<file path="src/rtl/uart_pkg.sv">
// Shared constants for the memory-mapped UART transmitter: register offsets,
// STATUS bit positions and the serialiser state encoding.
package uart_pkg;

    localparam logic [1:0] OFF_TXDATA = 2'd0;
    localparam logic [1:0] OFF_STATUS = 2'd1;
    localparam logic [1:0] OFF_BAUD   = 2'd2;

    localparam int unsigned ST_BUSY    = 0;
    localparam int unsigned ST_FULL    = 1;
    localparam int unsigned ST_EMPTY   = 2;
    localparam int unsigned ST_OVF     = 3;
    localparam int unsigned ST_CNT_LSB = 8;

    typedef enum logic [1:0] {
        StIdle  = 2'd0,
        StStart = 2'd1,
        StData  = 2'd2,
        StStop  = 2'd3
    } uart_state_e;

endpackage

</file>
<file path="src/rtl/mmio_uart_tx_if.sv">
// CPU data-memory bus as seen by an MMIO peripheral: address/data/strobes from
// the CPU, read data and window hit back to the CPU read mux.
interface mmio_uart_tx_if;
    logic [31:0] addr;
    logic [31:0] wdata;
    logic        mem_write;
    logic        mem_read;
    logic [31:0] rdata;
    logic        hit;

    modport master (
        output addr, wdata, mem_write, mem_read,
        input  rdata, hit
    );

    modport slave (
        input  addr, wdata, mem_write, mem_read,
        output rdata, hit
    );
endinterface

</file>
<file path="src/rtl/sync_fifo.sv">
// Single-clock FIFO with occupancy count; head is visible on rdata whenever
// the FIFO is non-empty. Synchronous active-low reset.
module sync_fifo #(
    parameter int unsigned WIDTH = 8,
    parameter int unsigned DEPTH = 8
) (
    input  logic                     clk,
    input  logic                     rst,
    input  logic                     push,
    input  logic [WIDTH-1:0]         wdata,
    input  logic                     pop,
    output logic [WIDTH-1:0]         rdata,
    output logic                     full,
    output logic                     empty,
    output logic [$clog2(DEPTH):0]   count
);
    localparam int unsigned PtrW = $clog2(DEPTH);
    localparam int unsigned CntW = PtrW + 1;

    logic [WIDTH-1:0] mem_q [DEPTH];
    logic [PtrW-1:0]  wr_ptr_q, rd_ptr_q;
    logic [CntW-1:0]  count_q;
    logic             do_push, do_pop;

    assign full    = count_q == CntW'(DEPTH);
    assign empty   = count_q == '0;
    assign count   = count_q;
    assign rdata   = mem_q[rd_ptr_q];
    assign do_push = push && !full;
    assign do_pop  = pop && !empty;

    // Storage carries no reset; only pointers and count define validity.
    always_ff @(posedge clk) begin
        if (do_push) mem_q[wr_ptr_q] <= wdata;
    end

    always_ff @(posedge clk) begin
        if (!rst) begin
            wr_ptr_q <= '0;
            rd_ptr_q <= '0;
            count_q  <= '0;
        end else begin
            if (do_push) wr_ptr_q <= wr_ptr_q + PtrW'(1);
            if (do_pop)  rd_ptr_q <= rd_ptr_q + PtrW'(1);
            unique case ({do_push, do_pop})
                2'b10:   count_q <= count_q + CntW'(1);
                2'b01:   count_q <= count_q - CntW'(1);
                default: count_q <= count_q;
            endcase
        end
    end
endmodule

</file>
<file path="src/rtl/mmio_uart_tx.sv">
// Memory-mapped 8N1 UART transmitter: decodes CPU stores into a TX FIFO and
// serialises bytes on txd at BAUD_DIV clocks per bit.
module mmio_uart_tx
    import uart_pkg::*;
#(
    parameter logic [31:0] BASE_ADDR   = 32'h0000_0100,
    parameter int unsigned FIFO_DEPTH  = 8,
    parameter logic [15:0] DEFAULT_DIV = 16'd868
) (
    input  logic          clk,
    input  logic          rst,
    mmio_uart_tx_if.slave bus,
    output logic          txd,
    output logic          tx_idle
);
    localparam int unsigned CntW = $clog2(FIFO_DEPTH) + 1;

    uart_state_e     state_q;
    logic [15:0]     cnt_q, baud_q;
    logic [2:0]      bit_idx_q;
    logic [7:0]      shift_q;
    logic            overflow_q;

    logic [1:0]      offset;
    logic            wr_en, wr_txdata, wr_status, wr_baud;
    logic            fifo_push, fifo_pop, fifo_full, fifo_empty;
    logic [7:0]      fifo_head;
    logic [CntW-1:0] fifo_count;
    logic [31:0]     count_ext, status, rdata_d;
    logic            last_tick, idle_next, empty_next;
    logic            unused_bits;

    assign offset    = bus.addr[3:2];
    assign bus.hit   = bus.addr[31:4] == BASE_ADDR[31:4];
    assign wr_en     = bus.mem_write && bus.hit;
    assign wr_txdata = wr_en && offset == OFF_TXDATA;
    assign wr_status = wr_en && offset == OFF_STATUS;
    assign wr_baud   = wr_en && offset == OFF_BAUD;
    assign last_tick = cnt_q == 16'd1;

    // Full is sampled before this edge's pop, so a pop never rescues a write.
    assign fifo_push = wr_txdata && !fifo_full;
    assign fifo_pop  = !fifo_empty &&
                       (state_q == StIdle || (state_q == StStop && last_tick));

    sync_fifo #(
        .WIDTH (8),
        .DEPTH (FIFO_DEPTH)
    ) u_fifo (
        .clk   (clk),
        .rst   (rst),
        .push  (fifo_push),
        .wdata (bus.wdata[7:0]),
        .pop   (fifo_pop),
        .rdata (fifo_head),
        .full  (fifo_full),
        .empty (fifo_empty),
        .count (fifo_count)
    );

    always_comb begin
        empty_next = fifo_pop ? (fifo_count == CntW'(1) && !fifo_push)
                              : (fifo_empty && !fifo_push);
        idle_next  = fifo_empty &&
                     (state_q == StIdle || (state_q == StStop && last_tick));
    end

    always_ff @(posedge clk) begin
        if (!rst) begin
            overflow_q <= 1'b0;
            baud_q     <= DEFAULT_DIV;
        end else begin
            if (wr_txdata && fifo_full) begin
                overflow_q <= 1'b1;
            end else if (wr_status && bus.wdata[ST_OVF]) begin
                overflow_q <= 1'b0;
            end
            if (wr_baud) baud_q <= (bus.wdata[15:0] == 16'd0) ? 16'd1 : bus.wdata[15:0];
        end
    end

    // Counter reloads from baud_q at every bit start, so divider writes land
    // on the next bit boundary.
    always_ff @(posedge clk) begin
        if (!rst) begin
            state_q   <= StIdle;
            cnt_q     <= '0;
            bit_idx_q <= '0;
            shift_q   <= '0;
            txd       <= 1'b1;
            tx_idle   <= 1'b1;
        end else begin
            unique case (state_q)
                StIdle: begin
                    if (!fifo_empty) begin
                        state_q <= StStart;
                        shift_q <= fifo_head;
                        cnt_q   <= baud_q;
                        txd     <= 1'b0;
                    end
                end
                StStart: begin
                    if (last_tick) begin
                        state_q   <= StData;
                        bit_idx_q <= 3'd0;
                        cnt_q     <= baud_q;
                        txd       <= shift_q[0];
                    end else begin
                        cnt_q <= cnt_q - 16'd1;
                    end
                end
                StData: begin
                    if (last_tick) begin
                        cnt_q <= baud_q;
                        if (bit_idx_q == 3'd7) begin
                            state_q <= StStop;
                            txd     <= 1'b1;
                        end else begin
                            bit_idx_q <= bit_idx_q + 3'd1;
                            txd       <= shift_q[bit_idx_q + 3'd1];
                        end
                    end else begin
                        cnt_q <= cnt_q - 16'd1;
                    end
                end
                StStop: begin
                    if (last_tick) begin
                        if (!fifo_empty) begin
                            state_q <= StStart;
                            shift_q <= fifo_head;
                            cnt_q   <= baud_q;
                            txd     <= 1'b0;
                        end else begin
                            state_q <= StIdle;
                        end
                    end else begin
                        cnt_q <= cnt_q - 16'd1;
                    end
                end
                default: state_q <= StIdle;
            endcase
            tx_idle <= idle_next && empty_next;
        end
    end

    assign count_ext = 32'(fifo_count);

    always_comb begin
        status                      = '0;
        status[ST_BUSY]             = state_q != StIdle;
        status[ST_FULL]             = fifo_full;
        status[ST_EMPTY]            = fifo_empty;
        status[ST_OVF]              = overflow_q;
        status[ST_CNT_LSB +: 4]     = count_ext[3:0];
        rdata_d                     = '0;
        if (bus.hit && bus.mem_read) begin
            case (offset)
                OFF_STATUS: rdata_d = status;
                OFF_BAUD:   rdata_d = {16'd0, baud_q};
                default:    rdata_d = '0;
            endcase
        end
    end

    assign bus.rdata   = rdata_d;
    assign unused_bits = ^{bus.addr[1:0], bus.wdata[31:16], count_ext[31:4]};
endmodule

</file>
<file path="src/flat_wrapper.sv">
// flat-port wrapper written by rule: the top's interface ports become plain ports
module mmio_uart_tx_flat import uart_pkg::*;
#(
    parameter logic [31:0] BASE_ADDR   = 32'h0000_0100,
    parameter int unsigned FIFO_DEPTH  = 8,
    parameter logic [15:0] DEFAULT_DIV = 16'd868
)
  (clk, rst, txd, tx_idle, bus_addr, bus_wdata, bus_mem_write, bus_mem_read, bus_rdata, bus_hit);
  mmio_uart_tx_if bus_i ();
  input  logic clk;
  input  logic rst;
  output logic txd;
  output logic tx_idle;
  input wire logic [$bits(bus_i.addr)-1:0] bus_addr;
  input wire logic [$bits(bus_i.wdata)-1:0] bus_wdata;
  input wire logic [$bits(bus_i.mem_write)-1:0] bus_mem_write;
  input wire logic [$bits(bus_i.mem_read)-1:0] bus_mem_read;
  output wire logic [$bits(bus_i.rdata)-1:0] bus_rdata;
  output wire logic [$bits(bus_i.hit)-1:0] bus_hit;
  assign bus_i.addr = bus_addr;
  assign bus_i.wdata = bus_wdata;
  assign bus_i.mem_write = bus_mem_write;
  assign bus_i.mem_read = bus_mem_read;
  assign bus_rdata = bus_i.rdata;
  assign bus_hit = bus_i.hit;
  mmio_uart_tx #(.BASE_ADDR(BASE_ADDR), .FIFO_DEPTH(FIFO_DEPTH), .DEFAULT_DIV(DEFAULT_DIV)) u_core (.clk(clk), .rst(rst), .bus(bus_i), .txd(txd), .tx_idle(tx_idle));
endmodule
</file>
<file path="config.mk">
export PLATFORM = sky130hd
export DESIGN_NAME = mmio_uart_tx_flat
export DESIGN_NICKNAME = d
export VERILOG_FILES = /design/src/rtl/uart_pkg.sv /design/src/rtl/mmio_uart_tx_if.sv /design/src/rtl/sync_fifo.sv /design/src/rtl/mmio_uart_tx.sv /design/src/flat_wrapper.sv
export SDC_FILE = /design/constraint.sdc
export NUM_CORES = 1
export LEC_CHECK = 0
export BUFFER_PORTS_ARGS = -buffer_cell sky130_fd_sc_hd__buf_4
export CAP_MARGIN = 20
export CORE_AREA = 5 5 123 125
export CTS_CLUSTER_DIAMETER = 150
export CTS_CLUSTER_SIZE = 10
export DETAILED_ROUTE_END_ITERATION = 8
export DIE_AREA = 0 0 128 130
export MAX_ROUTING_LAYER = met4
export PLACE_DENSITY = 0.65
export REMOVE_ABC_BUFFERS = 1
export SYNTH_ARGS = -nofsm -noshare
export SYNTH_HDL_FRONTEND = slang
export SYNTH_SLANG_ARGS = --single-unit
</file>
<file path="constraint.sdc">
create_clock -name clk -period 8 [get_ports clk]
set_clock_uncertainty 0.15 [all_clocks]
set_input_delay 0.4 -clock clk [delete_from_list [all_inputs] [get_ports clk]]
set_output_delay 0.4 -clock clk [all_outputs]
set_load 0.02 [all_outputs]
</file>
==> results of run 1 <==
synthesized netlist by cell type (4+ instances only):
cell | count | share of area, %
mux2i_1 | 23 | 3.8
nand2_1 | 26 | 1.6
o21ai_0 | 11 | 0.90
or3_1 | 6 | 0.61
buf_1 | 9 | 0.55
nor3_1 | 9 | 0.74
inv_1 | 22 | 1.4
a211oi_1 | 8 | 0.98
dfxtp_1 | 61 | 20
xnor2_1 | 9 | 1.3
mux4_2 | 17 | 6.3
a21oi_1 | 24 | 2.0
and2_1 | 9 | 0.92
ha_1 | 16 | 3.3
nand3_1 | 12 | 0.98
o22ai_1 | 8 | 0.82
buf_4 | 16 | 2.0
clkbuf_1 | 16 | 0.98
nor2_1 | 52 | 3.2
edfxtp_1 | 64 | 31
nor4_1 | 18 | 1.8
a221o_1 | 4 | 0.66
nand4_1 | 5 | 0.51
a22oi_1 | 24 | 3.0
or4_1 | 5 | 0.61
power groups by stage:
stage                     logic [mW]  clock network, mW  registers [mW]
final                          0.923              0.759           0.804
after global routing            1.00              0.803           0.814
after CTS                      0.898              0.773           0.812
after detailed placement       0.893                  0           0.824
after global placement         0.874                  0           0.822
after floorplan                0.667                  0           0.806
per-layer routing:
layer / track usage [%] / vias to the layer above
li1: - / 2182
met1: 22.99 / 2265
met2: 30.75 / 182
met3: 4.093 / 32
met4: 7.179 / 0
met5: - / -
logic make-up (layout without fill, tap and decap cells):
kind of cell | after synthesis | count (layout) | share of synthesized area, %
flops | 125 | 125 | 51.49
xor+xnor | 12 | 12 | 1.722
simple gates | 165 | 165 | 14.16
compound gates | 112 | 112 | 13.24
buf+inv | 68 | 136 | 5.452
mux | 43 | 43 | 10.60
other cells | 1 | 16 | 0.06143
fa+ha+maj | 16 | 16 | 3.279
sequential cells by signal (all words and copies together), names as in the netlist, named ones only:
name / cells
u_core.tx_idle: 1
u_core.shift_q: 8
u_core.u_fifo.mem_q: 64
u_core.u_fifo.rd_ptr_q: 3
u_core.cnt_q: 16
u_core.overflow_q: 1
u_core.state_q: 2
u_core.u_fifo.count: 4
u_core.baud_q: 16
u_core.u_fifo.wr_ptr_q: 3
u_core.txd: 1
u_core.bit_idx_q: 3
path summary, 6_finish.rpt:
kind,from,slack [ps],cells past startpoint,end
max,u_core.cnt_q[1],4430,13,u_core.u_fifo.count[3]
min,bus_wdata[9],70,2,u_core.baud_q[9]
max reg2reg,u_core.cnt_q[1],4430,13,u_core.u_fifo.count[3]
min reg2reg,u_core.bit_idx_q[1],310,2,u_core.bit_idx_q[1]
final cells by class:
cell class	instances	area, um^2	share of cell area [%]
Sequential cell	125	3143	42.70
Clock buffer	17	425.4	5.779
Clock inverter	15	162.7	2.210
Inverter	23	86.33	1.173
Timing Repair Buffer	81	615.6	8.363
Multi-Input combinational cell	364	2703	36.72
Tap cell	180	225.2	3.060
worst max-delay path: stages, from the launching register on:
cell and delay (ps):
dfxtp_1 340, inv_1 110, ha_1 190, or4b_1 490, nor4_2 230, buf_4 280
a21oi_1 100, buf_4 210, nor2_1 120, ha_1 250, or4b_2 590, a21oi_1 200
xnor2_1 130, nor2_1 50
==> results.json, run 1 <==
{
  "status": "finished, final reports clean",
  "grt_pass1_vias": 4609,
  "worstPathMaxFanout": 20,
  "topRoutingLayerUsed": "met4",
  "initial_core_util_pct": 44.32,
  "flow.area_growth_from_synthesis_pct": 20.58,
  "antenna_left": 0,
  "via_density_per_instance": 5.790,
  "maxCapViolations": 0,
  "fill_cells": 1228,
  "initial_antenna_violation_count": 0,
  "grt_max_degree": 47,
  "io_buffers": 68,
  "dr.pass1.iters": 6,
  "netSwitchingFraction_pct": 36.00,
  "timing.critical_path.from_type": "register",
  "total_power_mw": 2.485,
  "drt_iter0_drcs": 424,
  "final.period_utilization_pct": 44.59,
  "clock_tree_from_tritoncts": "built",
  "power.clock.fraction_pct": 30.5,
  "gpl_congestion": 0.9379,
  "post-place-cells": 772,
  "max_slew.worst_pin.slew_ps": 1138,
  "cts_num_sinks": 125,
  "hold_path.class": "input port to register",
  "critical_path_class": "register to register",
  "ys_async_sr_fraction_pct": 0,
  "antenna_cells_inserted": 0,
  "wl_met2_um": 7306,
  "grt_overflow_total": 0,
  "core_um2": 13770,
  "max-clock-path-buffers": 2,
  "numCtsBuffers": 17,
  "grt_pass1_wl_um": 23470,
  "final_cell_mix": "80 x buf_4, 64 x edfxtp_1, 61 x dfxtp_1",
  "post_synthesis_instance_total": 542,
  "drt-wirelength-per-cell_um": 18.58,
  "share_seq_of_total_power_pct": 32.3,
  "power_frac_comb_pct": 37.1,
  "dp.final_hpwl_um": 10300,
  "power.static_leakage_nw": 2.678,
  "hold_slack_ps": 73.30,
  "endpoint_kind": "register",
  "globalRouteTotalUtil_pct": 18.82,
  "setup_slack_ps": 4433,
  "crit_arrival_ps": 3690,
  "clockRootBuffer": "clkbuf_16",
  "drc_errors": 0,
  "finalSetupViolCount": 0,
  "report.final.hold_viol_count": 0,
  "layout.cells.most_common": "buf_4",
  "die_h_um": 130,
  "yosys_warnings": 0,
  "cts_hold_buffers": 0,
  "synth_top_flop_cell": "edfxtp_1",
  "dieWidth_um": 128,
  "cts_max_level": 4,
  "clock_insertion_delay_worst_skew_ps": 420,
  "number_of_unique_standard_cell_types_used_by_synthesis": 67,
  "slew_violations": 0,
  "met1Wirelength_um": 6337,
  "fin_util_pct": 53.44,
  "place_area_um2": 6758,
  "syn_area_per_cell_um2": 11.26,
  "synth_edf_count": 64,
  "placement_rows": 43,
  "slew_headroom_pct": 23.58,
  "pin_count": 103,
  "layout.cells.non_filler": 805,
  "setup-tns-final_ps": 0,
  "power_density_nw_per_um2": 337.6,
  "route.vias.total": 4661,
  "fmax_mhz": 280.3,
  "final_area_um2": 7361,
  "synth_area_um2": 6105,
  "grt_setup_unrepaired": "no",
  "floorplan.die_area_um2": 16640,
  "max-vdd-ir-drop_v": 0.0001616,
  "p_int_mw": 1.591,
  "placement.setup.worst_slack_ps": 4467,
  "postCtsSetupRepairBufs": 0,
  "worst_ep_required_time_ps": 8120,
  "postRouteWirelength_um": 14950,
  "clk_pin_slew_worst_paths_ps": 60,
  "period_minus_slack_ps": 3567,
  "synth.ff_latch_count": 125,
  "final_nets": 696,
  "number_of_gates_resized_after_cts": 0,
  "dr_wl_met3_um": 1003,
  "final_layout_size_suffix_gt1_share_pct": 23.52,
  "seq_area_frac_synth_pct": 51.49,
  "p_switching_mw": 0.8946
}
(Power assumes the default switching activity.)
==> run 2: changes to the inputs <==
--- a/config.mk
+++ b/config.mk
@@ -5,15 +5,16 @@
 export SDC_FILE = /design/constraint.sdc
 export NUM_CORES = 1
 export LEC_CHECK = 0
+export ABC_AREA = 1
 export BUFFER_PORTS_ARGS = -buffer_cell sky130_fd_sc_hd__buf_4
 export CAP_MARGIN = 20
-export CORE_AREA = 5 5 123 125
+export CORE_AREA = 5 5 129 131
 export CTS_CLUSTER_DIAMETER = 150
 export CTS_CLUSTER_SIZE = 10
 export DETAILED_ROUTE_END_ITERATION = 8
-export DIE_AREA = 0 0 128 130
+export DIE_AREA = 0 0 134 136
 export MAX_ROUTING_LAYER = met4
-export PLACE_DENSITY = 0.65
+export PLACE_DENSITY = 0.67
 export REMOVE_ABC_BUFFERS = 1
 export SYNTH_ARGS = -nofsm -noshare
 export SYNTH_HDL_FRONTEND = slang
==> constraint.sdc (replaced) <==
create_clock -name clk -period 2.9 [get_ports clk]
set_clock_uncertainty 0.15 [all_clocks]
set_input_delay 0.145 -clock clk [delete_from_list [all_inputs] [get_ports clk]]
set_output_delay 0.145 -clock clk [all_outputs]
set_load 0.02 [all_outputs]
==> results.json, run 2 <==
{
  "via_density_per_instance": 5.056,
  "synthMostInstantiatedCell": "nand2_1",
  "final_cell_mix": "196 x nand2_1, 116 x nor2_1, 88 x buf_4",
  "power.static_leakage_nw": 3.437,
  "status": "finished, final reports clean",
  "grt_setup_unrepaired": "no",
  "fill_cells": 1416,
  "period_minus_slack_ps": 2562,
  "globalRouteTotalUtil_pct": 19.48,
  "largest_registers": "u_core.u_fifo.mem_q: 64 flops, u_core.baud_q: 16 flops, u_core.cnt_q: 16 flops",
  "antenna_left": 0,
  "max-clock-path-buffers": 2,
  "worst_ep_required_time_ps": 3110,
  "clock_insertion_delay_worst_skew_ps": 420,
  "io_buffers": 68,
  "timing.critical_path.from_type": "register",
  "largest_register_ffs": 64,
  "max_slew.worst_pin.slew_ps": 835.2,
  "pin_count": 103,
  "floorplan.die_area_um2": 18220,
  "drt-wirelength-per-cell_um": 14.38,
  "route.vias.total": 5845,
  "slew_violations": 0,
  "grt_overflow_total": 0,
  "report.final.hold_viol_count": 0,
  "initial_antenna_violation_count": 0,
  "post_synthesis_instance_total": 857,
  "postRouteWirelength_um": 16620,
  "largest_family_of_logic_cells_by_synthesized_area": "simple AND/OR/NAND/NOR gates",
  "core_um2": 15480,
  "fmax_mhz": 390.3,
  "final_layout_size_suffix_gt1_share_pct": 15.66,
  "synth_compound_gate_area_share_pct": 12.43,
  "slew_headroom_pct": 44.26,
  "grt_pass1_vias": 5473,
  "final_nets": 1035,
  "die_h_um": 136,
  "dr.pass1.iters": 5,
  "endpoint_kind": "register",
  "netlist.top_cell.by_area": "edfxtp_1",
  "max-vdd-ir-drop_v": 0.0004570,
  "min_from": "rst",
  "gpl_congestion": 0.8970,
  "synthTopCellsByCount": "196 x nand2_1, 116 x nor2_1, 82 x inv_1",
  "rrSetupSlack_ps": 340,
  "dieWidth_um": 134,
  "clk_pin_slew_worst_paths_ps": 60,
  "worstReg2RegEnd": "u_core.u_fifo.count[3]",
  "antenna_cells_inserted": 0,
  "total_power_mw": 7.298,
  "crit_arrival_ps": 2770,
  "cts_num_sinks": 125,
  "finalSetupViolCount": 0,
  "netlist_top_cells_area": "edfxtp_1 29%, dfxtp_1 18%, nand2_1 11%, nor2_1 6.5%, o21ai_0 5.0%",
  "setup-tns-final_ps": 0,
  "synth_top_area_share_pct": 28.66,
  "simple_gate_share_of_the_synthesized_area_pct": 28.59,
  "worstPathMaxFanout": 14,
  "layout.cells.most_common": "nand2_1",
  "ff2ff_path_depth": 14,
  "placement_rows": 46,
  "drc_errors": 0,
  "cts_hold_buffers": 17,
  "grt_max_degree": 33,
  "register_area_um2": 3143,
  "whs_endpoint": "u_core.baud_q[6]",
  "synth_edf_count": 64,
  "hold_path.class": "input port to register",
  "synth_area_um2": 6705,
  "initial_core_util_pct": 43.31,
  "ys_async_sr_fraction_pct": 0,
  "seq_area_frac_synth_pct": 46.87,
  "max_flop_register": "u_core.u_fifo.mem_q",
  "worstReg2RegStart": "u_core.cnt_q[1]",
  "number_of_unique_standard_cell_types_used_by_synthesis": 39,
  "yosys_warnings": 0,
  "clockRootBuffer": "clkbuf_16",
  "synthAdderAreaFrac_pct": 2.986,
  "cts_max_level": 4,
  "grt_pass1_wl_um": 27240,
  "final.period_utilization_pct": 88.35,
  "synth.ff_latch_count": 125,
  "flow.area_growth_from_synthesis_pct": 22.22,
  "area_taken_by_multi_input_logic_gates_um2": 3045,
  "clock_tree_from_tritoncts": "built",
  "dp.final_hpwl_um": 11640,
  "maxCapViolations": 0,
  "synth_xor_area_share_pct": 0.5225,
  "drt_iter0_drcs": 457,
  "numCtsBuffers": 17,
  "syn_area_per_cell_um2": 7.824,
  "critical_path_class": "register to register",
  "postCtsSetupRepairBufs": 0,
  "power_density_nw_per_um2": 890.6,
  "number_of_gates_resized_after_cts": 0,
  "post_synth_mux_area_share_pct": 0,
  "synth_top_flop_cell": "edfxtp_1",
  "worstHoldPathCells": 3
}
[run 2: changes by cell type after synthesis, sizes merged, moves of 14 or more]
cell | previous run | this run
nand2 | 26 | 206
nor2 | 52 | 128
o21ai | 12 | 75
inv | 23 | 83
nand3 | 12 | 67
a21oi | 24 | 55
mux2i | 23 | 0
a22oi | 24 | 2
mux4 | 17 | 0
o211ai | 1 | 18
nor4 | 18 | 4
[run 2: area by class of cell]
| type | instances | share of cell area (%) |
|---|---|---|
| clock buffers | 22 | 5.786 |
| clock inverters | 10 | 1.679 |
| inverters | 85 | 3.954 |
| multi-input cells | 617 | 37.16 |
| flip-flops and latches | 125 | 38.35 |
| well taps | 192 | 2.931 |
| repair buffers | 105 | 10.14 |
[run 2: how the worst max path moves through the flow]
| stage | to | slack (ps) | from | depth (start not counted) |
|---|---|---|---|---|
| 3_5_place_dp | u_core.u_fifo.count[3] | 380 | u_core.cnt_q[1] | 14 |
| 6_report | u_core.u_fifo.count[3] | 340 | u_core.cnt_q[1] | 14 |
| 4_1_cts | u_core.u_fifo.count[3] | 340 | u_core.cnt_q[1] | 14 |
| 3_3_place_gp | u_core.u_fifo.count[3] | 420 | u_core.cnt_q[4] | 13 |
| 5_1_grt | u_core.u_fifo.count[3] | 150 | u_core.cnt_q[1] | 14 |
| 2_1_floorplan | u_core.u_fifo.count[3] | 430 | u_core.state_q[0] | 12 |
[run 2: cells by family (layout without fill, tap and decap cells)]
logic type / count (synthesis) / count (layout)
compound gates: 153 / 153
xor+xnor: 4 / 4
flops: 125 / 125
other cells: 1 / 16
buf+inv: 130 / 222
fa+ha+maj: 16 / 16
simple gates: 428 / 428
[run 2: per-layer routing]
layer | wire length [um] | GRT usage, % | up-vias
met2 | 7462 | 30.15 | 180
li1 | - | - | 2986
met1 | 7761 | 25.34 | 2649
met4 | 337 | 6.914 | 0
met5 | 0 | - | -
met3 | 1060 | 4.330 | 30
[run 2: critical path: stages, from the launching register on]
cell and delay (ps):
dfxtp_1 330, inv_1 90, ha_1 230, nand2_4 100, nor2_8 190, nand3_4 90
nand2_4 160, nand2_2 150, inv_2 120, ha_1 300, nor2_1 130, a31oi_1 80
a21oi_1 160, o21ai_0 90, a21oi_1 120
[run 2: where the power goes]
| part | internal (mW) | switching [mW] | total [mW] |
|---|---|---|---|
| sequential | 2.04 | 0.161 | 2.20 |
| combinational | 0.979 | 1.94 | 2.92 |
| clock | 1.42 | 0.768 | 2.19 |
| total | 4.43 | 2.86 | 7.30 |
[run 2: metrics by stage]
step / utilization [%] / area [um^2] / setup slack [ps] / hold slack, ps / std cells
floorplan: - / 6513 / 431.6 / 71.23 / 827
finish: 52.93 / 8195 / 337.7 / 68.38 / 1156
detailed placement: 47.88 / 7413 / 383.9 / 237.7 / 1107
global route: 52.93 / 8195 / 149.2 / 69.64 / 1156
CTS: 52.93 / 8195 / 336.7 / 55.34 / 1156
global placement: 47.88 / 7413 / 419.9 / 230.0 / 1107
==> run 3: changes to the inputs <==
--- a/config.mk
+++ b/config.mk
@@ -15,7 +15,6 @@
 export DIE_AREA = 0 0 134 136
 export MAX_ROUTING_LAYER = met4
 export PLACE_DENSITY = 0.67
-export REMOVE_ABC_BUFFERS = 1
 export SYNTH_ARGS = -nofsm -noshare
 export SYNTH_HDL_FRONTEND = slang
 export SYNTH_SLANG_ARGS = --single-unit
==> results.json, run 3 (same netlist as run 2, synthesis figures left out) <==
{
  "grt_max_degree": 33,
  "clk_pin_slew_worst_paths_ps": 60,
  "slew_violations": 0,
  "dp.final_hpwl_um": 12040,
  "report.final.hold_viol_count": 0,
  "initial_antenna_violation_count": 0,
  "clockRootBuffer": "clkbuf_16",
  "drt_iter0_drcs": 339,
  "via_density_per_instance": 5.099,
  "initial_core_util_pct": 43.31,
  "floorplan.die_area_um2": 18220,
  "antenna_cells_inserted": 0,
  "flow.area_growth_from_synthesis_pct": 22.67,
  "dieWidth_um": 134,
  "endpoint_kind": "output pin",
  "drc_errors": 0,
  "worstReg2RegEnd": "u_core.u_fifo.count[3]",
  "die_h_um": 136,
  "timing.critical_path.from_type": "register",
  "io_buffers": 68,
  "grt_setup_unrepaired": "no",
  "largest_registers": "u_core.u_fifo.mem_q: 64 flops, u_core.baud_q: 16 flops, u_core.cnt_q: 16 flops",
  "placement_rows": 46,
  "final_area_um2": 8225,
  "numCtsBuffers": 17,
  "fin_util_pct": 53.13,
  "status": "finished, final reports clean",
  "clock_insertion_delay_worst_skew_ps": 420,
  "clock_tree_from_tritoncts": "built",
  "gpl_congestion": 0.8761,
  "globalRouteTotalUtil_pct": 20.10,
  "route.vias.total": 5905,
  "timing.critical_path.max_delay_family": "buffers and inverters",
  "max-vdd-ir-drop_v": 0.0005018,
  "power_density_nw_per_um2": 887.5,
  "dr.pass1.iters": 5,
  "worstReg2RegStart": "u_core.cnt_q[4]",
  "hold_path.class": "input port to register",
  "final_layout_size_suffix_gt1_share_pct": 15.84,
  "max-clock-path-buffers": 2,
  "crit_arrival_ps": 2200,
  "final.period_utilization_pct": 86.13,
  "layout.cells.most_common": "nand2_1",
  "power.static_leakage_nw": 3.441,
  "worstPathBufferInverterCount": 4,
  "drt-wirelength-per-cell_um": 14.80,
  "place_area_um2": 7406,
  "postCtsSetupRepairBufs": 0,
  "endpoint": "bus_rdata[2]",
  "grt_pass1_wl_um": 28090,
  "critical_path_class": "register to output pin",
  "grt_pass1_vias": 5653,
  "final_cell_mix": "196 x nand2_1, 116 x nor2_1, 87 x buf_4",
  "setup-tns-final_ps": 0,
  "path_cells": "inv_1, ha_1, nand2_1, buf_4, inv_1, nand2_1, a21oi_1, buf_4",
  "cts_max_level": 4,
  "cts_num_sinks": 125,
  "max_flop_register": "u_core.u_fifo.mem_q",
  "finalSetupViolCount": 0,
  "core_um2": 15480,
  "final_nets": 1037,
  "hold_slack_ps": 142.8,
  "max_slew.worst_pin.slew_ps": 877.2,
  "worst_ep_required_time_ps": 2610,
  "fmax_mhz": 400.4,
  "rrSetupSlack_ps": 420,
  "ff2ff_path_depth": 13,
  "postRouteWirelength_um": 17140,
  "crit_slowest_cell": "dfxtp_1",
  "grt_overflow_total": 0,
  "pin_count": 103,
  "slew_headroom_pct": 41.45,
  "path_depth": 8,
  "largest_register_ffs": 64,
  "cp_peak_stage_delay_ps": 340,
  "maxCapViolations": 0,
  "antenna_left": 0,
  "number_of_gates_resized_after_cts": 0,
  "worstPathMaxFanout": 22,
  "cts_hold_buffers": 20,
  "period_minus_slack_ps": 2498,
  "setup.worst_path.start": "u_core.u_fifo.count[0]"
}
==> run 3: cell types whose count changed in the layout (fill, tap and decap cells not counted), sizes merged <==
cell,change
buf,-1
clkinvlp,+1
dlygate4sd3,+3
clkinv,-3
bufinv,-1
clkbuf,-5
inv,+8
==> run 3: cell type report <==
class / count / area, um^2
fillers: 1380 / 7257
flip-flops and latches: 125 / 3143
multi-input cells: 617 / 3045
repair buffers: 107 / 853.3
clock buffers: 17 / 425.4
inverters: 85 / 324.1
well taps: 192 / 240.2
clock inverters: 15 / 193.9
==> run 3: worst min path at each step <==
| stage | to | slack, ps | cells after the start | from |
|---|---|---|---|---|
| floorplan | u_core.u_fifo.mem_q[0][0] | 90 | 0 | bus_wdata[0] |
| global placement | u_core.baud_q[9] | 240 | 3 | bus_wdata[9] |
| detailed placement | u_core.baud_q[9] | 240 | 3 | bus_wdata[9] |
| CTS | u_core.u_fifo.wr_ptr_q[2] | 140 | 5 | bus_addr[3] |
| global route | u_core.u_fifo.wr_ptr_q[2] | 180 | 5 | bus_addr[3] |
| finish | u_core.u_fifo.wr_ptr_q[2] | 140 | 5 | bus_addr[3] |
==> run 3: per-stage QoR <==
step	setup WS (ps)	power, mW	instances
CTS	400.0	7.333	1158
global placement	445.6	5.044	1106
floorplan	602.4	4.381	872
detailed placement	431.2	5.077	1106
finish	402.4	7.300	1158
global route	160.2	7.837	1158
==> run 3: worst reg2reg max path: cells and delay by family, from the launching register on <==
family | cells | cell delay (ps)
flops | 1 | 360
compound gates | 4 | 430
fa+ha+maj | 1 | 290
simple gates | 7 | 1080
buf+inv | 1 | 100
==> run 3: power breakdown <==
group          internal [mW]  switching [mW]  total [mW]
clock                   1.32           0.895        2.21
combinational          0.962            1.92        2.88
sequential              2.04           0.175        2.21
==> run 3: metal layers <==
metal	track usage (%)	part of all wire, %
met1	25.31	45
met2	32.71	47
met3	4.182	5.9
met4	6.343	2.1
met5	-	0
